$ cat config.mk
export PLATFORM = sky130hd
export DESIGN_NAME = buffer_packer
export DESIGN_NICKNAME = d
export VERILOG_FILES = /design/src/rtl/packer_pkg.sv /design/src/rtl/buffer_packer.sv
export SDC_FILE = /design/constraint.sdc
export NUM_CORES = 1
export LEC_CHECK = 0
export ABC_AREA = 0
export CAP_MARGIN = 20
export CELL_PAD_IN_SITES_DETAIL_PLACEMENT = 0
export CELL_PAD_IN_SITES_GLOBAL_PLACEMENT = 1
export CORE_MARGIN = 1
export CORE_UTILIZATION = 33
export DETAILED_ROUTE_END_ITERATION = 12
export PLACE_DENSITY = 0.72
export SLEW_MARGIN = 20
export SYNTH_ARGS = -nofsm -noshare
export SYNTH_HDL_FRONTEND = slang
export SYNTH_SLANG_ARGS = --single-unit
$ cat constraint.sdc
create_clock -name clk -period 2.3 [get_ports clk]
set_input_delay 0.69 -clock clk [delete_from_list [all_inputs] [get_ports clk]]
set_output_delay 0.69 -clock clk [all_outputs]
set_load 0.02 [all_outputs]
$ cat src/rtl/packer_pkg.sv
// Shared types for the buffer write-side packer: FSM state encoding, the default
// word type and a helper that maps a lane number to its bit offset in the packed bus.
package packer_pkg;

    typedef enum logic {FILL, ISSUE} packer_state_t;

    localparam int WORD_BITS = 16;
    typedef logic [WORD_BITS-1:0] word_t;

    function automatic int lane_lo(input int lane, input int size);
        return lane * size;
    endfunction

endpackage

$ cat src/rtl/buffer_packer.sv
// Packs PAR_WRITE consecutive SIZE-bit words into one wide buffer write (word 0 in lane 0).
// Optional partial-pack flush with PAD_VALUE fill is enabled by defining PACKER_FLUSH_EN.
module buffer_packer
    import packer_pkg::*;
#(
    parameter int              SIZE      = 16,
    parameter int              PAR_WRITE = 4,
    parameter logic [SIZE-1:0] PAD_VALUE = '0
) (
    input  logic                           clk,
    input  logic                           rst,
    input  logic                           in_valid,
    input  logic [SIZE-1:0]                in_data,
    output logic                           in_ready,
    input  logic                           flush,
    input  logic                           buf_ready,
    output logic                           buf_wen,
    output logic [PAR_WRITE*SIZE-1:0]      buf_din,
    output logic [$clog2(PAR_WRITE+1)-1:0] pending
);

    localparam int CW = $clog2(PAR_WRITE + 1);
    localparam logic [CW-1:0] LAST = CW'(PAR_WRITE - 1);

    packer_state_t             state_q, state_d;
    logic [CW-1:0]             cnt_q, cnt_d;
    logic [PAR_WRITE*SIZE-1:0] lanes_q, lanes_d;

    // Handshake: a word moves when in_valid & in_ready; a pack moves when buf_wen,
    // which is only raised while buf_ready is high. Both are sampled at the rising edge.
    always_comb begin
        state_d  = state_q;
        cnt_d    = cnt_q;
        lanes_d  = lanes_q;
        in_ready = 1'b0;
        buf_wen  = 1'b0;
        case (state_q)
            FILL: begin
                in_ready = 1'b1;
                if (in_valid) begin
                    lanes_d[lane_lo(int'(cnt_q), SIZE) +: SIZE] = in_data;
                    cnt_d = cnt_q + CW'(1);
                end
                if (in_valid && cnt_q == LAST) begin
                    state_d = ISSUE;
                end
`ifdef PACKER_FLUSH_EN
                // The same-cycle word is already in lanes_d, so padding starts after it.
                else if (flush && cnt_d != '0) begin
                    for (int i = 0; i < PAR_WRITE; i++) begin
                        if (i >= int'(cnt_d)) begin
                            lanes_d[lane_lo(i, SIZE) +: SIZE] = PAD_VALUE;
                        end
                    end
                    state_d = ISSUE;
                end
`endif
            end
            ISSUE: begin
                in_ready = buf_ready;
                buf_wen  = buf_ready;
                if (buf_ready) begin
                    state_d = FILL;
                    if (in_valid) begin
                        lanes_d[lane_lo(0, SIZE) +: SIZE] = in_data;
                        cnt_d = CW'(1);
                    end else begin
                        cnt_d = '0;
                    end
                end
            end
            default: state_d = FILL;
        endcase
    end

`ifndef PACKER_FLUSH_EN
    logic [SIZE:0] flush_unused;
    assign flush_unused = {flush, PAD_VALUE};
`endif

    always_ff @(posedge clk or negedge rst) begin
        if (!rst) begin
            state_q <= FILL;
            cnt_q   <= '0;
            lanes_q <= '0;
        end else begin
            state_q <= state_d;
            cnt_q   <= cnt_d;
            lanes_q <= lanes_d;
        end
    end

    assign buf_din = lanes_q;
    assign pending = cnt_q;

endmodule
==> reports/results.tsv, run 1 <==
metric	value	unit
hold-fix buffer count after cts	0	
CORE AREA	8380	sq um
vias	1900	
Final GP Congestion	0.699	
CTS Sinks	68	
Wirelength per Cell	14.8	um
CP max-delay cell	clkdlybuf4s50_1	
hold crit path type	input pin to async pin	
worst vdd ir	0.628	mV
pin count of the biggest net entering global routing	69	
CTS Buf Count	9	
commonest non-fill, non-tap cell in the layout	clkdlybuf4s50_1	
post-route cell area	4220	sq um
Rel. slew slack	74.4	%
Post-Syn Area	2920	sq um
Congestion Overflow GR	0	
clk buf depth	2	
vias in the first global route	1952	
CP Max Fanout	3	
Worst R2R End	buf_din[34]	
antenna violations before repair	0	
Fillers	760	
Setup Viol. Count Final	0	
Tot Pwr	6440	uW
Core Rows	33	
Syn Area/Cell	14.3	sq um
Vias/cell	4.49	
Setup Skew	0.00524	ns
worst endpoint required time	1.61	ns
root buf cell	clkbuf_8	
area share of the largest cell type after synthesis	58.3	%
final hold vios	0	
CP peak stage delay	0.49	ns
critical-path cell list	clkdlybuf4s50_1 > nand2_1 > inv_1 > buf_2	
CP endpoint kind	output port	
post-synthesis register bit count	68	
RSZ-0062 raised after global routing	no	
Non-Filler Instances	423	
Worst Reg-to-Reg Cells	7	
DRT iter0 DRCs	35	
fmax	459	MHz
max_cap viols	0	
fin crit share	94.7	%
drt pass-1 iters	4	
placed insts	407	
power per cell area	1520	nW/um^2
P&R area growth vs syn	44.7	%
initial core utilization	34.8	%
register area	1700	sq um
Clock Latency Late Sink	0.34	ns
hold slack	0.344	ns
H-tree levels	3	
critical path arrival	1.49	ns
Yosys Warn Count	0	
Slew Viols, Final	0	
n_diodes	0	
Final #Nets	338	
CP Launch Type	input pin	
Die Y	96.1	um
Setup Fix Bufs, Post-CTS	0	
Placed Area	4070	sq um
share of cells above drive strength 1	20.8	%
I/O Buffers	88	
leading area contributor after synthesis	dfrtp_1	
Ports	90	
DP Wirelength	4290	um
antenna-violating nets left	0	
synth unique cells	25	
reg2reg setup slack	0.24	ns
ranking of synthesized cells by area	dfrtp_1 (58%), mux2_1 (11%), mux2_4 (10%), mux2i_1 (5.8%), nand2_1 (2.8%)	
syn nets	229	
area of the multi-input gates	1090	sq um
commonest cells after routing, fill and taps aside	clkdlybuf4s50_1 (84), dfrtp_1 (67), mux2_1 (28)	
CTS tree	yes	
status	complete, no violations	
cells after synthesis	204	
fin crit period	2.18	ns
DRC viols	0	
Seq/Total Area, Yosys	58.3	%
first-pass GRT wire length	10300	um
Clock Pin Slew Worst Setup and Hold Paths	0.07	ns
R2R Path Start	pending[1]	
worst slew pin tran	0.383	ns
WS Path Type	input pin to output port	
setup TNS	0	ns
LEAKAGE	0.00203	uW
detailed-route wire length	6250	um
Die X	96.1	um
Total GRT Usage	15.4	%
die area	9230	sq um
==> what timing repair did <==
action                                  4_1_cts  5_1_grt
endpoints found under the setup margin        3        2
cloned                                        0        0
pin swaps                                     0        0
gates resized for setup                       7        2
==> state kept, by name, indices dropped and copies added (netlist names) <==
signal   cells
buf_din     64
pending      3
state_q      1
==> how the worst max path moves through the flow <==
| stage | startpoint | to | slack [ns] | cells past startpoint |
|---|---|---|---|---|
| 3_3_place_gp | buf_ready | buf_wen | -0.32 | 4 |
| 3_5_place_dp | buf_ready | buf_wen | -0.33 | 4 |
| 6_report | buf_ready | buf_wen | 0.12 | 4 |
| 5_1_grt | buf_ready | in_ready | 0.07 | 3 |
| 4_1_cts | buf_ready | buf_wen | 0.01 | 4 |
| 2_1_floorplan | pending[0] | buf_din[38] | 0.005 | 10 |
==> critical path, delay by kind of cell <==
kind	cells	cell delay, ns
AND/OR/NAND/NOR	1	0.07
buffers and inverters	3	0.73
==> metrics by stage <==
stage / utilization [%] / setup WS [ns]
after global routing: 50.4 / 0.0695
after CTS: 50.5 / 0.0109
final: 50.4 / 0.121
after global placement: 48.5 / -0.321
after floorplan: - / 0.00484
after detailed placement: 48.5 / -0.328
==> cell usage after synthesis, drive strengths merged <==
| cell | number |
|---|---|
| o21ai | 1 |
| nor2 | 2 |
| ha | 4 |
| a211oi | 1 |
| nand2b | 1 |
| dfrtp | 68 |
| a32oi | 1 |
| mux2 | 48 |
| nand3b | 1 |
| o22ai | 2 |
| and2b | 1 |
| inv | 20 |
| clkbuf | 2 |
| mux2i | 17 |
| nand3 | 1 |
| nand2 | 22 |
| a21oi | 1 |
| nor4b | 1 |
| buf | 8 |
| and4bb | 2 |
==> power by group <==
part | total (uW) | switching (uW) | internal (uW)
Combinational | 3450 | 1620 | 1830
Sequential | 2130 | 331 | 1800
Clock | 858 | 445 | 413
==> layer usage <==
| layer | routed length, um | track usage [%] | vias to the layer above |
|---|---|---|---|
| li1 | - | - | 902 |
| met1 | 2810 | 20.3 | 936 |
| met2 | 2980 | 23.3 | 55 |
| met3 | 390 | 5.85 | 7 |
| met4 | 76 | 4.85 | 0 |
| met5 | 0 | 0 | - |
==> logic make-up (layout without fill, tap and decap cells) <==
kind of cell    count (synthesis)  count (layout)  share of synthesized area, %
flops                          68              68                          58.3
fa+ha+maj                       4               4                          1.71
compound gates                  6               6                          1.97
mux                            65              65                          26.9
buf+inv                        30             144                          5.14
simple gates                   31              31                          5.96
==> layout make-up <==
class	instances	area share, %
clock buffers	11	3.35
clock inverters	5	0.652
inverters	20	1.78
multi-input cells	106	25.9
flip-flops and latches	68	40.3
well taps	105	3.11
repair buffers	108	24.9
No activity file was read; power rests on OpenSTA's default activity.
==> run 2, diff against run 1 <==
Settings changed: GPL_TIMING_DRIVEN from default to 0, SETUP_SLACK_MARGIN from default to 0.15.
==> reports/results.tsv, run 2 (synthesized netlist as in run 1, its figures left out) <==
metric	value	unit	change
pre-CTS setup slack	-0.464	ns	was -0.328 ns
Congestion Overflow GR	0		unchanged
detailed-route wire length	6550	um	was 6250 um
DRC viols	0		unchanged
critical path arrival	2.40	ns	was 1.49 ns
Vias/cell	4.48		was 4.49
share of cells above drive strength 1	23.8	%	was 20.8%
antenna-violating nets left	0		unchanged
fin crit share	94.6	%	was 94.7%
DRT iter0 DRCs	40		was 35
Ports	90		unchanged
commonest cells after routing, fill and taps aside	clkdlybuf4s50_1 (80), dfrtp_1 (67), mux2_4 (27)		was clkdlybuf4s50_1 (84), dfrtp_1 (67), mux2_1 (28)
max FFs per register	64		unchanged
P&R area growth vs syn	51.0	%	was 44.7%
vias in the first global route	1873		was 1952
Slew Viols, Final	0		unchanged
Die Y	96.1	um	unchanged
Final #Nets	340		was 338
CP max-delay cell	dfrtp_2		was clkdlybuf4s50_1
Fillers	743		was 760
worst endpoint required time	2.52	ns	was 1.61 ns
Placed Area	3990	sq um	was 4070 sq um
fin crit period	2.18	ns	about the same
Total GRT Usage	15.4	%	about the same
power per cell area	1570	nW/um^2	was 1520 nW/um^2
LEAKAGE	0.00214	uW	was 0.00203 uW
CTS Buf Count	9		unchanged
worst vdd ir	0.690	mV	was 0.628 mV
initial core utilization	34.8	%	unchanged
hold slack	0.284	ns	was 0.344 ns
WS Path Type	flop to flop		was input pin to output port
vias	1905		was 1900
CORE AREA	8380	sq um	unchanged
CTS tree	yes		unchanged
placed insts	397		was 407
status	complete, no violations		unchanged
final hold vios	0		unchanged
pin count of the biggest net entering global routing	37		was 69
drt pass-1 iters	4		unchanged
max_cap viols	0		unchanged
antenna violations before repair	0		unchanged
Clock Pin Slew Worst Setup and Hold Paths	0.08	ns	was 0.07 ns
first-pass GRT wire length	10200	um	was 10300 um
Core Rows	33		unchanged
Clock Latency Late Sink	0.34	ns	about the same
CP Max Fanout	5		was 3
Final GP Congestion	0.699		about the same
I/O Buffers	87		was 88
Setup Viol. Count Final	0		unchanged
DP Wirelength	4340	um	was 4290 um
critical-path cell list	buf_6 > clkbuf_16 > inv_4 > ha_4 > ha_4 > and4bb_4 > and4bb_1 > buf_6 > buf_12 > mux2_4		was clkdlybuf4s50_1 > nand2_1 > inv_1 > buf_2
Setup Skew	0.00694	ns	was 0.00524 ns
CTS Sinks	68		unchanged
post-route cell area	4410	sq um	was 4220 sq um
n_diodes	0		unchanged
worst slew pin tran	0.475	ns	was 0.383 ns
CP peak stage delay	0.37	ns	was 0.49 ns
Non-Filler Instances	425		was 423
Layout Utilization	52.6	%	was 50.4%
fin worst setup slack	0.124	ns	was 0.121 ns
Rel. slew slack	68.3	%	was 74.4%
CP endpoint kind	flop		was output port
hold-fix buffer count after cts	0		unchanged
RSZ-0062 raised after global routing	yes		was no
H-tree levels	3		unchanged
Wirelength per Cell	15.4	um	was 14.8 um
clk buf depth	2		unchanged
Die X	96.1	um	unchanged
hold crit path type	input pin to async pin		unchanged
CP Launch Type	flop		was input pin
commonest non-fill, non-tap cell in the layout	clkdlybuf4s50_1		unchanged
die area	9230	sq um	unchanged
fmax	460	MHz	was 459 MHz
root buf cell	clkbuf_8		unchanged
[run 2: cell count changes in the layout (fill, tap and decap cells not counted), moves of 2 or more]
cell	previous run	this run
buf_4	17	9
mux2_1	28	21
mux2_4	20	27
buf_6	0	6
clkdlybuf4s50_1	84	80
clkinv_2	4	1
dlymetal6s2s_1	0	3
bufinv_16	0	2
[run 2: stage by stage]
| step | total power [uW] | setup TNS [ns] |
|---|---|---|
| floorplan | 4090 | 0 |
| global placement | 5590 | -131.51 |
| detailed placement | 5640 | -3.71 |
| CTS | 6850 | 0 |
| global route | 7330 | 0 |
| finish | 6910 | 0 |
[run 2: critical path: cells and delay by family, from the launching register on]
kind / cells / cell delay [ns]
fa+ha+maj: 2 / 0.42
buf+inv: 5 / 0.53
flops: 1 / 0.37
mux: 1 / 0.29
simple gates: 2 / 0.45
[run 2: path summary, 6_finish.rpt]
path,start,endpoint,slack [ns],depth (start not counted)
worst max-delay path,pending[0],buf_din[39],0.12,10
worst min-delay path,rst,buf_din[58],0.28,1
worst max register to register,pending[0],buf_din[39],0.12,10
worst min register to register,buf_din[28],buf_din[28],0.49,1
max in group asynchronous,rst,pending[0],1.45,2
min in group clk,buf_din[28],buf_din[28],0.49,1
[run 2: repair_timing]
action	CTS	global route
gates cloned	1	0
buffers inserted	6	5
pin swaps	1	3
setup endpoints to repair	52	50
gates resized for setup	12	19
[run 2: cell type report]
class	count	area, sq um	share of cell area, %
Buffer	10	133	3.01
Clock buffer	10	128	2.90
Clock inverter	6	88.8	2.02
Inverter	20	77.6	1.76
Multi-Input combinational cell	106	1130	25.7
Sequential cell	68	1700	38.6
Tap cell	105	131	2.98
Timing Repair Buffer	100	1010	23.0
[run 2: report_power, final]
part	internal [uW]	switching, uW	leakage (uW)	total [uW]
logic	2020	1680	0.00120	3700
clock network	611	467	0.000102	1080
registers	1800	338	0.000831	2140
[run 2: routing by layer]
metal  part of all wire [%]  routed length, um  vias up  GRT usage [%]
met5                      0                  0        -              0
met4                    1.9                125        0           6.72
met3                    6.1                400       12           4.74
met2                     45               2940       57           22.3
met1                     47               3090      928           21.2
li1                       -                  -      908              -
==> run 3, diff against run 2 <==
Settings changed: CAP_MARGIN 20 to default, PLACE_DENSITY 0.72 to default, PLACE_DENSITY_LB_ADDON from default to 0.08.
==> reports/results.tsv, run 3 (synthesized netlist as in run 1, its figures left out) <==
metric	value	unit	change
max_cap viols	0		unchanged
commonest non-fill, non-tap cell in the layout	clkdlybuf4s50_1		unchanged
pin count of the biggest net entering global routing	38		was 37
detailed-route wire length	6790	um	was 6550 um
CORE AREA	8380	sq um	unchanged
Placed Area	3990	sq um	unchanged
LEAKAGE	0.00214	uW	about the same
DP Wirelength	4480	um	was 4340 um
P&R area growth vs syn	52.8	%	was 51.0%
clk buf depth	2		unchanged
Rel. slew slack	67.3	%	was 68.3%
fmax	448	MHz	was 460 MHz
I/O Buffers	87		unchanged
Clock Pin Slew Worst Setup and Hold Paths	0.07	ns	was 0.08 ns
power per cell area	1580	nW/um^2	was 1570 nW/um^2
n_diodes	0		unchanged
Setup Skew	0.00690	ns	was 0.00694 ns
sw power	2520	uW	was 2490 uW
fin worst setup slack	0.0699	ns	was 0.124 ns
cell-internal power	4510	uW	was 4430 uW
root buf cell	clkbuf_8		unchanged
worst vdd ir	0.736	mV	was 0.690 mV
antenna-violating nets left	0		unchanged
drt pass-1 iters	4		unchanged
crit path from	pending[0]		unchanged
R2R Path Start	pending[0]		unchanged
Vias/cell	4.56		was 4.48
hold-fix buffer count after cts	0		unchanged
initial core utilization	34.8	%	unchanged
worst endpoint required time	1.61	ns	was 2.52 ns
Layout Utilization	53.2	%	was 52.6%
DRT iter0 DRCs	40		unchanged
fin crit period	2.23	ns	was 2.18 ns
CTS tree	yes		unchanged
final hold vios	0		unchanged
die area	9230	sq um	unchanged
commonest cells after routing, fill and taps aside	clkdlybuf4s50_1 (82), dfrtp_1 (66), mux2_4 (30)		was clkdlybuf4s50_1 (80), dfrtp_1 (67), mux2_4 (27)
worst slew pin tran	0.491	ns	was 0.475 ns
first-pass GRT wire length	11000	um	was 10200 um
CP endpoint kind	output port		was flop
vias in the first global route	2001		was 1873
max FFs per register	64		unchanged
Setup Viol. Count Final	0		unchanged
fin crit share	97.0	%	was 94.6%
Total GRT Usage	16.7	%	was 15.4%
H-tree levels	3		unchanged
sequential share of power	30.4	%	was 30.9%
antenna violations before repair	0		unchanged
Ports	90		unchanged
pre-CTS setup slack	-0.464	ns	about the same
Sw Share	35.9	%	about the same
DRC viols	0		unchanged
post-route cell area	4460	sq um	was 4410 sq um
hold crit path type	input pin to async pin		unchanged
Clk pwr share	15.8	%	was 15.6%
CTS Buf Count	9		unchanged
logic gate share of total power	53.7	%	was 53.5%
Core Rows	33		unchanged
vias	1945		was 1905
RSZ-0062 raised after global routing	yes		unchanged
status	complete, no violations		unchanged
Final #Nets	342		was 340
Wirelength per Cell	15.9	um	was 15.4 um
CTS Sinks	68		unchanged
critical path arrival	1.54	ns	was 2.40 ns
Die Y	96.1	um	unchanged
share of cells above drive strength 1	25.5	%	was 23.8%
CP Max Fanout	2		was 5
Die X	96.1	um	unchanged
Slew Viols, Final	0		unchanged
WS Path Type	flop to output port		was flop to flop
Congestion Overflow GR	0		unchanged
Clock Latency Late Sink	0.34	ns	about the same
CP Launch Type	flop		unchanged
Final GP Congestion	0.671		was 0.699
## run 3: cell types whose count changed in the layout (fill, tap and decap cells not counted), sizes merged
cell,previous run,this run
buf,23,26
clkdlybuf4s50,80,82
clkinv,2,1
dlymetal6s2s,3,1
## run 3: worst paths after layout
path | end | slack (ns) | depth (start not counted)
max in group asynchronous | buf_din[54] | 1.47 | 2
setup reg to reg | buf_din[47] | 0.13 | 10
setup / recovery | pending[0] | 0.07 | 3
min in group clk | buf_din[36] | 0.49 | 1
hold / removal | pending[2] | 0.28 | 1
hold reg to reg | buf_din[36] | 0.49 | 1
## run 3: cell type report
class	instances	area, sq um
inverter	20	80.1
sequential	68	1700
fill	748	3920
buffer	9	105
tap	105	131
multi-input combinational	106	1140
clock buffer	11	141
timing repair buffer	103	1070
clock inverter	5	83.8
## run 3: repair_timing
| action | CTS | global route |
|---|---|---|
| endpoints found under the setup margin | 54 | 44 |
| buffers inserted | 13 | 1 |
| pin swaps | 1 | 2 |
| cloned | 1 | 0 |
| gates resized for setup | 23 | 15 |
## run 3: worst max-delay path: stages (launching register included)
cell	delay, ns
dfrtp_2	0.41
buf_4	0.13
buf_4	0.13
clkdlybuf4s50_1	0.52
## run 3: stage by stage
stage | power, uW | hold WS, ns | TNS, ns | instances
after floorplan | 4090 | 0.394 | 0 | 204
after global placement | 5620 | 0.467 | -137.67 | 396
after detailed placement | 5650 | 0.478 | -4.21 | 397
after CTS | 7080 | 0.278 | 0 | 427
after global routing | 7490 | 0.303 | 0 | 427
final | 7040 | 0.284 | 0 | 427
## run 3: layer usage
metal	global-route usage [%]	share of wire, %	vias up
li1	-	-	915
met1	21.9	46	969
met2	24.8	46	51
met3	6.00	7.1	10
met4	7.09	1.4	0
met5	0	0	-
## run 3: power groups by stage
stage                     sequential, uW  combinational (uW)  clock (uW)
final                               2140                3780        1110
after global routing                2230                4060        1200
after CTS                           2150                3780        1160
after detailed placement            2160                3490           0
after global placement              2140                3470           0
after floorplan                     2860                1230           0
